[src/rtl/jam_search_param.sv]
// Exhaustive N x N job-assignment search: walks all N! permutations in lexicographic
// order and reports the best (min or max) total cost, its multiplicity and first permutation.
module jam_search_param #(
   parameter  int N   = 8,
   parameter  int CW  = 7,
   parameter  int MCW = 16,
   localparam int IW  = $clog2(N),
   localparam int SW  = CW + $clog2(N)
) (
   input  logic            CLK,
   input  logic            RST_N,
   input  logic            START,
   input  logic            MODE,
   output logic            BUSY,
   output logic [IW-1:0]   W,
   output logic [IW-1:0]   J,
   input  logic [CW-1:0]   Cost,
   output logic [SW-1:0]   MinCost,
   output logic [MCW-1:0]  MatchCount,
   output logic [N*IW-1:0] BestPerm,
   output logic            Valid
);

   typedef enum logic [2:0] {
      S_IDLE, S_FETCH, S_CMP, S_PIVOT, S_SUCC, S_SWAP, S_REV, S_DONE
   } state_t;

   localparam logic [IW-1:0] LAST = IW'(N - 1);

   state_t          state_q, state_d;
   logic [IW-1:0]   perm_q [N];
   logic [IW-1:0]   perm_d [N];
   logic [IW-1:0]   best_q [N];
   logic [IW-1:0]   best_d [N];
   logic [SW-1:0]   acc_q, acc_d;
   logic [SW-1:0]   min_q, min_d;
   logic [MCW-1:0]  cnt_q, cnt_d;
   logic [IW-1:0]   w_q, w_d;
   logic [IW-1:0]   piv_q, piv_d;
   logic [IW-1:0]   succ_q, succ_d;
   logic [IW-1:0]   lo_q, lo_d;
   logic [IW-1:0]   hi_q, hi_d;
   logic            mode_q, mode_d;
   logic            better, equal;

   assign better = mode_q ? (acc_q > min_q) : (acc_q < min_q);
   assign equal  = (acc_q == min_q);

   always_comb begin
      // NOTE: every next-state signal takes its current value first, so no path infers a latch.
      state_d = state_q;
      perm_d  = perm_q;
      best_d  = best_q;
      acc_d   = acc_q;
      min_d   = min_q;
      cnt_d   = cnt_q;
      w_d     = w_q;
      piv_d   = piv_q;
      succ_d  = succ_q;
      lo_d    = lo_q;
      hi_d    = hi_q;
      mode_d  = mode_q;

      case (state_q)
         S_IDLE, S_DONE: begin
            if (START) begin
               for (int x = 0; x < N; x++) perm_d[x] = IW'(x);
               acc_d   = '0;
               w_d     = '0;
               min_d   = MODE ? '0 : '1;
               cnt_d   = '0;
               mode_d  = MODE;
               state_d = S_FETCH;
            end
         end
         S_FETCH: begin
            acc_d = acc_q + SW'(Cost);
            if (w_q == LAST) state_d = S_CMP;
            else             w_d     = w_q + 1'b1;
         end
         S_CMP: begin
            if (better) begin
               min_d  = acc_q;
               cnt_d  = MCW'(1);
               best_d = perm_q;
            end else if (equal && (cnt_q != '1)) begin
               cnt_d = cnt_q + 1'b1;
            end
            piv_d   = IW'(N - 2);
            state_d = S_PIVOT;
         end
         S_PIVOT: begin
            if (perm_q[piv_q] < perm_q[piv_q + 1'b1]) begin
               succ_d  = LAST;
               state_d = S_SUCC;
            end else if (piv_q == '0) begin
               state_d = S_DONE;
            end else begin
               piv_d = piv_q - 1'b1;
            end
         end
         S_SUCC: begin
            // A pivot exists, so some element right of it is larger; the scan always terminates.
            if (perm_q[succ_q] > perm_q[piv_q]) state_d = S_SWAP;
            else                                succ_d  = succ_q - 1'b1;
         end
         S_SWAP: begin
            perm_d[piv_q]  = perm_q[succ_q];
            perm_d[succ_q] = perm_q[piv_q];
            lo_d    = piv_q + 1'b1;
            hi_d    = LAST;
            state_d = S_REV;
         end
         S_REV: begin
            if (lo_q < hi_q) begin
               perm_d[lo_q] = perm_q[hi_q];
               perm_d[hi_q] = perm_q[lo_q];
               lo_d = lo_q + 1'b1;
               hi_d = hi_q - 1'b1;
            end else begin
               acc_d   = '0;
               w_d     = '0;
               state_d = S_FETCH;
            end
         end
         default: state_d = S_IDLE;
      endcase
   end

   always_ff @(posedge CLK or negedge RST_N) begin
      if (!RST_N) begin
         // NOTE: the permutation registers are reset to identity because J reads them directly.
         state_q <= S_IDLE;
         for (int x = 0; x < N; x++) begin
            perm_q[x] <= IW'(x);
            best_q[x] <= IW'(x);
         end
         acc_q  <= '0;
         min_q  <= '1;
         cnt_q  <= '0;
         w_q    <= '0;
         piv_q  <= '0;
         succ_q <= '0;
         lo_q   <= '0;
         hi_q   <= '0;
         mode_q <= 1'b0;
      end else begin
         // NOTE: non-blocking assignments make every flop update from the same pre-edge values.
         state_q <= state_d;
         perm_q  <= perm_d;
         best_q  <= best_d;
         acc_q   <= acc_d;
         min_q   <= min_d;
         cnt_q   <= cnt_d;
         w_q     <= w_d;
         piv_q   <= piv_d;
         succ_q  <= succ_d;
         lo_q    <= lo_d;
         hi_q    <= hi_d;
         mode_q  <= mode_d;
      end
   end

   assign W          = w_q;
   assign J          = perm_q[w_q];
   assign MinCost    = min_q;
   assign MatchCount = cnt_q;
   assign Valid      = (state_q == S_DONE);
   assign BUSY       = (state_q != S_DONE) && (state_q != S_IDLE);

   for (genvar g = 0; g < N; g++) begin : g_best
      assign BestPerm[g*IW +: IW] = best_q[g];
   end

endmodule

[config.mk]
export PLATFORM = sky130hd
export DESIGN_NAME = jam_search_param
export DESIGN_NICKNAME = d
export VERILOG_FILES = /design/src/rtl/jam_search_param.sv
export SDC_FILE = /design/constraint.sdc
export NUM_CORES = 1
export LEC_CHECK = 0
export ABC_CLOCK_PERIOD_IN_PS = 5830
export CORE_MARGIN = 2
export CORE_UTILIZATION = 65
export CTS_BUF_LIST = sky130_fd_sc_hd__clkbuf_2
export DETAILED_ROUTE_END_ITERATION = 6
export HOLD_SLACK_MARGIN = 0.06
export PLACE_DENSITY = 0.94
export SETUP_SLACK_MARGIN = 0.02
export SYNTH_ARGS = -nofsm -noshare
export SYNTH_HDL_FRONTEND = slang
export SYNTH_SLANG_ARGS = --single-unit
[constraint.sdc]
create_clock -name CLK -period 5.83 [get_ports CLK]
set_input_delay 0.8745 -clock CLK [delete_from_list [all_inputs] [get_ports CLK]]
set_output_delay 0.8745 -clock CLK [all_outputs]
set_load 0.05 [all_outputs]
==> results of run 1 <==
## cell type report
type | count | area (sq um) | share of cell area
repair buffers | 76 | 738 | 0.0846
flip-flops and latches | 103 | 2620 | 0.300
clock buffers | 11 | 55.1 | 0.00631
well taps | 147 | 184 | 0.0211
inverters | 39 | 146 | 0.0168
clock inverters | 5 | 57.6 | 0.00660
multi-input cells | 705 | 4920 | 0.564
diodes | 1 | 2.50 | 0.000287
## report_power, final
| part | internal, uW | switching [uW] |
|---|---|---|
| clock | 104 | 260 |
| sequential | 903 | 121 |
| combinational | 398 | 694 |
| total | 1400 | 1070 |
## cells by family after synthesis
kind of cell,after synthesis,synth area share
XOR/XNOR,8,0.00881
AND/OR/NAND/NOR,315,0.196
flip-flops,103,0.329
adder cells (fa/ha/maj),34,0.0544
AO/OA/AOI/OAI,272,0.224
buffers and inverters,106,0.0533
multiplexers,76,0.134
## worst max-delay path, stage by stage (launching register included)
cell and delay [ps]:
dfrtp_1 1070, inv_1 330, nor3_1 670, a22o_1 300
nor3_4 110, ha_1 350, nor2b_1 140, o21ai_0 150
a32oi_1 90, nor3_1 390, nand2_1 130, xnor2_1 150
nand2_1 70
## how the worst max path moves through the flow
stage,from,to,slack [ps],depth (start not counted)
2_1_floorplan,MinCost[4],BestPerm[0],2840,9
3_3_place_gp,piv_q[0],piv_q[1],2180,10
3_5_place_dp,piv_q[0],piv_q[1],2000,10
4_1_cts,piv_q[0],succ_q[2],1950,12
5_1_grt,piv_q[0],succ_q[2],1510,12
6_report,piv_q[0],succ_q[2],1820,12
## Yosys cell counts (32+ instances only)
library cell | number | area (sq um)
o21ai_0 | 90 | 450
clkbuf_1 | 41 | 154
dfstp_2 | 34 | 893
inv_1 | 37 | 139
ha_1 | 33 | 413
nor3_1 | 32 | 160
nand3_1 | 45 | 225
dfrtp_1 | 69 | 1730
nand2_1 | 94 | 353
nor2_1 | 66 | 248
a21oi_1 | 51 | 255
mux2_2 | 36 | 405
## state kept, by name (all words and copies together), names as in the netlist
register / cells
BestPerm: 24
perm_q: 24
MatchCount: 16
MinCost: 10
acc_q: 10
W: 3
hi_q: 3
lo_q: 3
piv_q: 3
state_q: 3
succ_q: 3
mode_q: 1
## metrics by stage
stage	setup WS (ps)	cell area [sq um]	std cells
floorplan	2840	7950	914
global placement	2180	8610	1070
detailed placement	2000	8610	1070
CTS	1950	8720	1086
global route	1510	8720	1087
finish	1820	8720	1087
## routing by layer
| metal | track usage | wire length [um] | vias up |
|---|---|---|---|
| met3 | 0.0958 | 2800 | 129 |
| li1 | - | - | 3444 |
| met1 | 0.503 | 9310 | 3600 |
| met4 | 0.198 | 1370 | 0 |
| met5 | 0 | 0 | - |
| met2 | 0.593 | 11000 | 549 |
==> metrics.md, run 1 <==
| Metric | Value |
|---|---|
| All-Layer GR Usage | `0.384` |
| Setup CP Type | `register to register` |
| Routed via count | `7722` |
| Post-CTS resize count | `0` |
| Vias in the first global route | `7298` |
| Reg clk slew, reported paths | `310 ps` |
| Placement Rows | `40` |
| Post-synth EDFFs | `0` |
| Die area | `13100 sq um` |
| CP Data Arrival Time | `4590 ps` |
| Final core utilization | `0.729` |
| Top FF cell, synth | `dfrtp_1` |
| Post-Syn Instances | `914` |
| Wirelength per Cell | `22.6 um` |
| CTS tree | `done` |
| Ports | `69` |
| Initial antenna violation count | `1` |
| Die height | `115 um` |
| Final Setup Violations | `0` |
| Fmax | `0.249 GHz` |
| Worst hold path type | `primary input to asynchronous set/reset pin` |
| Synthesis-to-layout area growth | `9.67%` |
| Slew Limit Fails | `0` |
| Grt ovf | `0` |
| R2r setup slk | `1820 ps` |
| Leak | `0.00344 uW` |
| Final hold viol count | `0` |
| Postcts setup bufs | `0` |
| Fillcell total | `895` |
| Setup TNS | `0 ps` |
| Post-route ant nets | `0` |
| Fin Hold WS | `150 ps` |
| Post-layout nets | `979` |
| Commonest non-fill, non-tap cell in the layout | `nand2_1` |
| Worst Max-Slew Pin Slew | `1170 ps` |
| CP Capture Type | `register` |
| Pwr/cell area | `284 nW/um^2` |
| Input/output buffers | `68` |
| Root Buffer | `clkbuf_2` |
| #FFs+latches synth | `103` |
| Via density | `7.10` |
| Ys async rst share | `1.00` |
| Cells on worst reg2reg path | `12` |
| Largest net degree at the start of global routing | `57` |
| Peak VDD IR | `0.000422 V` |
| Cell area after synthesis | `7950 sq um` |
| CTS sink count | `103` |
| 1st-iter DRT viols | `1253` |
| Final worst-path cycle share | `0.689` |
| Gpl congestion | `1.02` |
| Min cycle time layout | `4010 ps` |
| Synthesized area per cell | `8.70 sq um` |
| Pre-antenna DRT Iters | `7` |
| Total core area | `12000 sq um` |
| Most frequent cells in the layout | `94 x nand2_1, 90 x o21ai_0, 69 x dfrtp_1, 67 x clkdlybuf4s50_1, 66 x nor2_1` |
| Max cap viols | `0` |
| Worst Path Required | `6400 ps` |
| Routed wire length | `24500 um` |
| First-pass GRT wire length | `38900 um` |
| Sequential share of the synthesized area | `0.329` |
| Post-Syn Nets | `959` |
| Clk buf depth | `2` |
| Worst r2r src | `piv_q[0]` |
| Detailed placer's ending HPWL | `16700 um` |
| Worst Skew | `54.1 ps` |
| Cts bufs inserted | `9` |
| Violated checks | `DRC` |
| CTS H-Tree Depth | `3` |
| R2R Path End | `succ_q[2]` |
| Tot Pwr | `2480 uW` |
| Outcome | `finished with violations` |
| Share of layout cells above drive strength 1 | `0.147` |
| Unique masters post-synth | `84` |
| DRC Markers | `1` |
| Worst Path Max Fanout | `26` |
| Die X | `115 um` |
| Setup crit start kind | `register` |
| Worst-skew pair later-pin latency | `660 ps` |
| RSZ-0062 raised after global routing | `false` |
| Rel. slew slack | `0.215` |
| Starting Density | `0.665` |
| Hold_buf cts | `0` |
| Yosys warning count | `0` |
Power figures use the tool's default switching activity.
==> run 2: changes to the inputs <==
--- a/config.mk
+++ b/config.mk
@@ -5,13 +5,13 @@
 export SDC_FILE = /design/constraint.sdc
 export NUM_CORES = 1
 export LEC_CHECK = 0
-export ABC_CLOCK_PERIOD_IN_PS = 5830
+export ABC_CLOCK_PERIOD_IN_PS = 3300
 export CORE_MARGIN = 2
-export CORE_UTILIZATION = 65
+export CORE_UTILIZATION = 55
 export CTS_BUF_LIST = sky130_fd_sc_hd__clkbuf_2
 export DETAILED_ROUTE_END_ITERATION = 6
 export HOLD_SLACK_MARGIN = 0.06
-export PLACE_DENSITY = 0.94
+export PLACE_DENSITY = 0.86
 export SETUP_SLACK_MARGIN = 0.02
 export SYNTH_ARGS = -nofsm -noshare
 export SYNTH_HDL_FRONTEND = slang
==> constraint.sdc (replaced) <==
create_clock -name CLK -period 3.3 [get_ports CLK]
set_input_delay 0.495 -clock CLK [delete_from_list [all_inputs] [get_ports CLK]]
set_output_delay 0.495 -clock CLK [all_outputs]
set_load 0.05 [all_outputs]
==> run 2 against run 1 <==
  * Final area up 5.8%
  * Critical endpoint is now J[0]
  * Die area is 18% higher
  * Worst setup slack lost 1600 ps
  * The flow now finishes without violations
  * Largest power group unchanged
  * Non-clock buffer count rose by 56
  * Sequential cell count unchanged
  * Highest routed layer unchanged
  * Register-to-register slack got worse by 1500 ps
  * Critical path type is now register to output pin
==> metrics.md, run 2 (synthesized netlist as in run 1, its figures left out) <==
| Metric | Value |
|---|---|
| Die X | `124 um (+8.4%)` |
| CTS H-Tree Depth | `3 (unchanged)` |
| Largest net degree at the start of global routing | `104 (+82%)` |
| Fillcell total | `1140 (+27%)` |
| Die height | `124 um (+8.4%)` |
| Max stage delay on crit path | `660 ps (-410 ps)` |
| Outcome | `finished clean` |
| Fin Hold WS | `358 ps (+207 ps)` |
| Most frequent cells in the layout | `94 x nand2_1, 90 x o21ai_0, 67 x dfrtp_1, 66 x nor2_1, 63 x clkdlybuf4s50_1` |
| First-pass GRT wire length | `41100 um (+5.8%)` |
| Final worst-path cycle share | `0.924` |
| CTS tree | `done` |
| Starting Density | `0.569 (-0.0964)` |
| Critical path depth | `3 (-9)` |
| Cells on worst reg2reg path | `12 (unchanged)` |
| Die area | `15400 sq um (+18%)` |
| CP delay by family, top | `multiplexers` |
| Multi-input logic area | `4930 sq um (+0.15%)` |
| Commonest non-fill, non-tap cell in the layout | `nand2_1` |
| Setup CP Type | `register to output pin` |
| Worst-skew pair later-pin latency | `670 ps (about the same)` |
| Fmax | `0.328 GHz` |
| Pwr/cell area | `482 nW/um^2 (+70%)` |
| Ports | `69 (unchanged)` |
| Worst setup margin | `251 ps (-1560 ps)` |
| Pre-antenna DRT Iters | `5 (-2)` |
| Routed via count | `7908 (+2.4%)` |
| Placement Rows | `43 (+7.5%)` |
| Crit-path slowest cell | `dfrtp_1` |
| Leak | `0.00371 uW (+7.8%)` |
| RSZ-0062 raised after global routing | `false` |
| Worst Path Max Fanout | `9 (-65%)` |
| Final hold viol count | `0 (unchanged)` |
| Vias in the first global route | `7501 (+2.8%)` |
| Peak VDD IR | `0.000592 V (+40%)` |
| CP Capture Type | `output pin` |
| Reg clk slew, reported paths | `330 ps (+20 ps)` |
| Postcts setup bufs | `0 (unchanged)` |
| Root Buffer | `clkbuf_2` |
| Post-layout nets | `1035 (+5.7%)` |
| Worst Skew | `54.9 ps (+0.821 ps)` |
| Sum of buffers and inverters on the critical path | `1 (unchanged)` |
| Worst hold path type | `primary input to asynchronous set/reset pin` |
| Total core area | `14000 sq um (+17%)` |
| Setup crit start kind | `register` |
| Share of layout cells above drive strength 1 | `0.198 (+0.0510)` |
| Sequential Area | `2620 sq um (about the same)` |
| Worst Path Required | `2800 ps (-3600 ps)` |
| Setup TNS | `0 ps (unchanged)` |
| DRC Markers | `0 (-1)` |
| Clk buf depth | `2 (unchanged)` |
| Routed wire length | `25900 um (+5.5%)` |
| Worst Max-Slew Pin Slew | `1010 ps (-163 ps)` |
| Max cap viols | `0 (unchanged)` |
| Cts bufs inserted | `9 (unchanged)` |
| CP Data Arrival Time | `2550 ps (-2040 ps)` |
| Min cycle time layout | `3050 ps` |
| Grt ovf | `0 (unchanged)` |
| CTS sink count | `103 (unchanged)` |
| DP Worst Slack | `305 ps (-1700 ps)` |
| Synthesis-to-layout area growth | `16.0%` |
| Input/output buffers | `68 (unchanged)` |
| 1st-iter DRT viols | `765 (-39%)` |
| Final Setup Violations | `0 (unchanged)` |
| Wirelength per Cell | `22.0 um (-2.4%)` |
| # diodes | `0 (-1)` |
| Slew Limit Fails | `0 (unchanged)` |
| All-Layer GR Usage | `0.334 (-0.0501)` |
| Gpl congestion | `1.05 (+2.9%)` |
| Worst path cell trace | `mux4_2 > mux2_2 > dlygate4sd2_1` |
| Post-route ant nets | `0 (unchanged)` |
| Rel. slew slack | `0.323 (+0.109)` |
| Detailed placer's ending HPWL | `18400 um (+9.9%)` |
| Initial antenna violation count | `0 (-1)` |
| Via density | `6.73 (-5.3%)` |
run 2: cell type report:
class / instances / share of cell area
clock inverters: 6 / 0.00840
inverters: 39 / 0.0159
clock buffers: 10 / 0.00542
flip-flops and latches: 103 / 0.284
well taps: 180 / 0.0244
repair buffers: 132 / 0.128
multi-input cells: 705 / 0.534
run 2: worst paths after layout:
check	end	slack (ps)	startpoint
setup / recovery	J[0]	250	perm_q[9]
hold / removal	acc_q[1]	360	RST_N
setup reg to reg	piv_q[1]	350	piv_q[1]
hold reg to reg	MinCost[0]	520	MinCost[0]
max in group asynchronous	succ_q[2]	2430	RST_N
min in group CLK	mode_q	410	MODE
run 2: timing repair:
item	CTS	global route
endpoints found under the setup margin	4	2
resized for setup	5	3
endpoints found under the hold margin	69	0
hold buffers	1	0
run 2: layer usage:
metal	up-vias	routed length (um)	global-route usage
met4	0	1400	0.152
met1	3699	9780	0.429
li1	3545	-	-
met2	536	11800	0.528
met5	-	0	0
met3	128	2880	0.0906
run 2: report_power, final:
group          internal [uW]  switching [uW]
combinational            726            1230
clock                    194             483
sequential              1590             217
total                   2510            1930
run 2: tightest hold or removal path, delay by kind of cell:
kind	cells	cell delay (ps)
buf+inv	3	1060
run 2: through the flow:
stage	util	power (uW)	instance area [sq um]	std cells
finish	0.660	4450	9230	1175
global route	0.660	4690	9230	1175
CTS	0.659	4470	9220	1175
detailed placement	0.650	3790	9090	1158
global placement	0.650	3720	9090	1158
floorplan	-	3150	7950	914
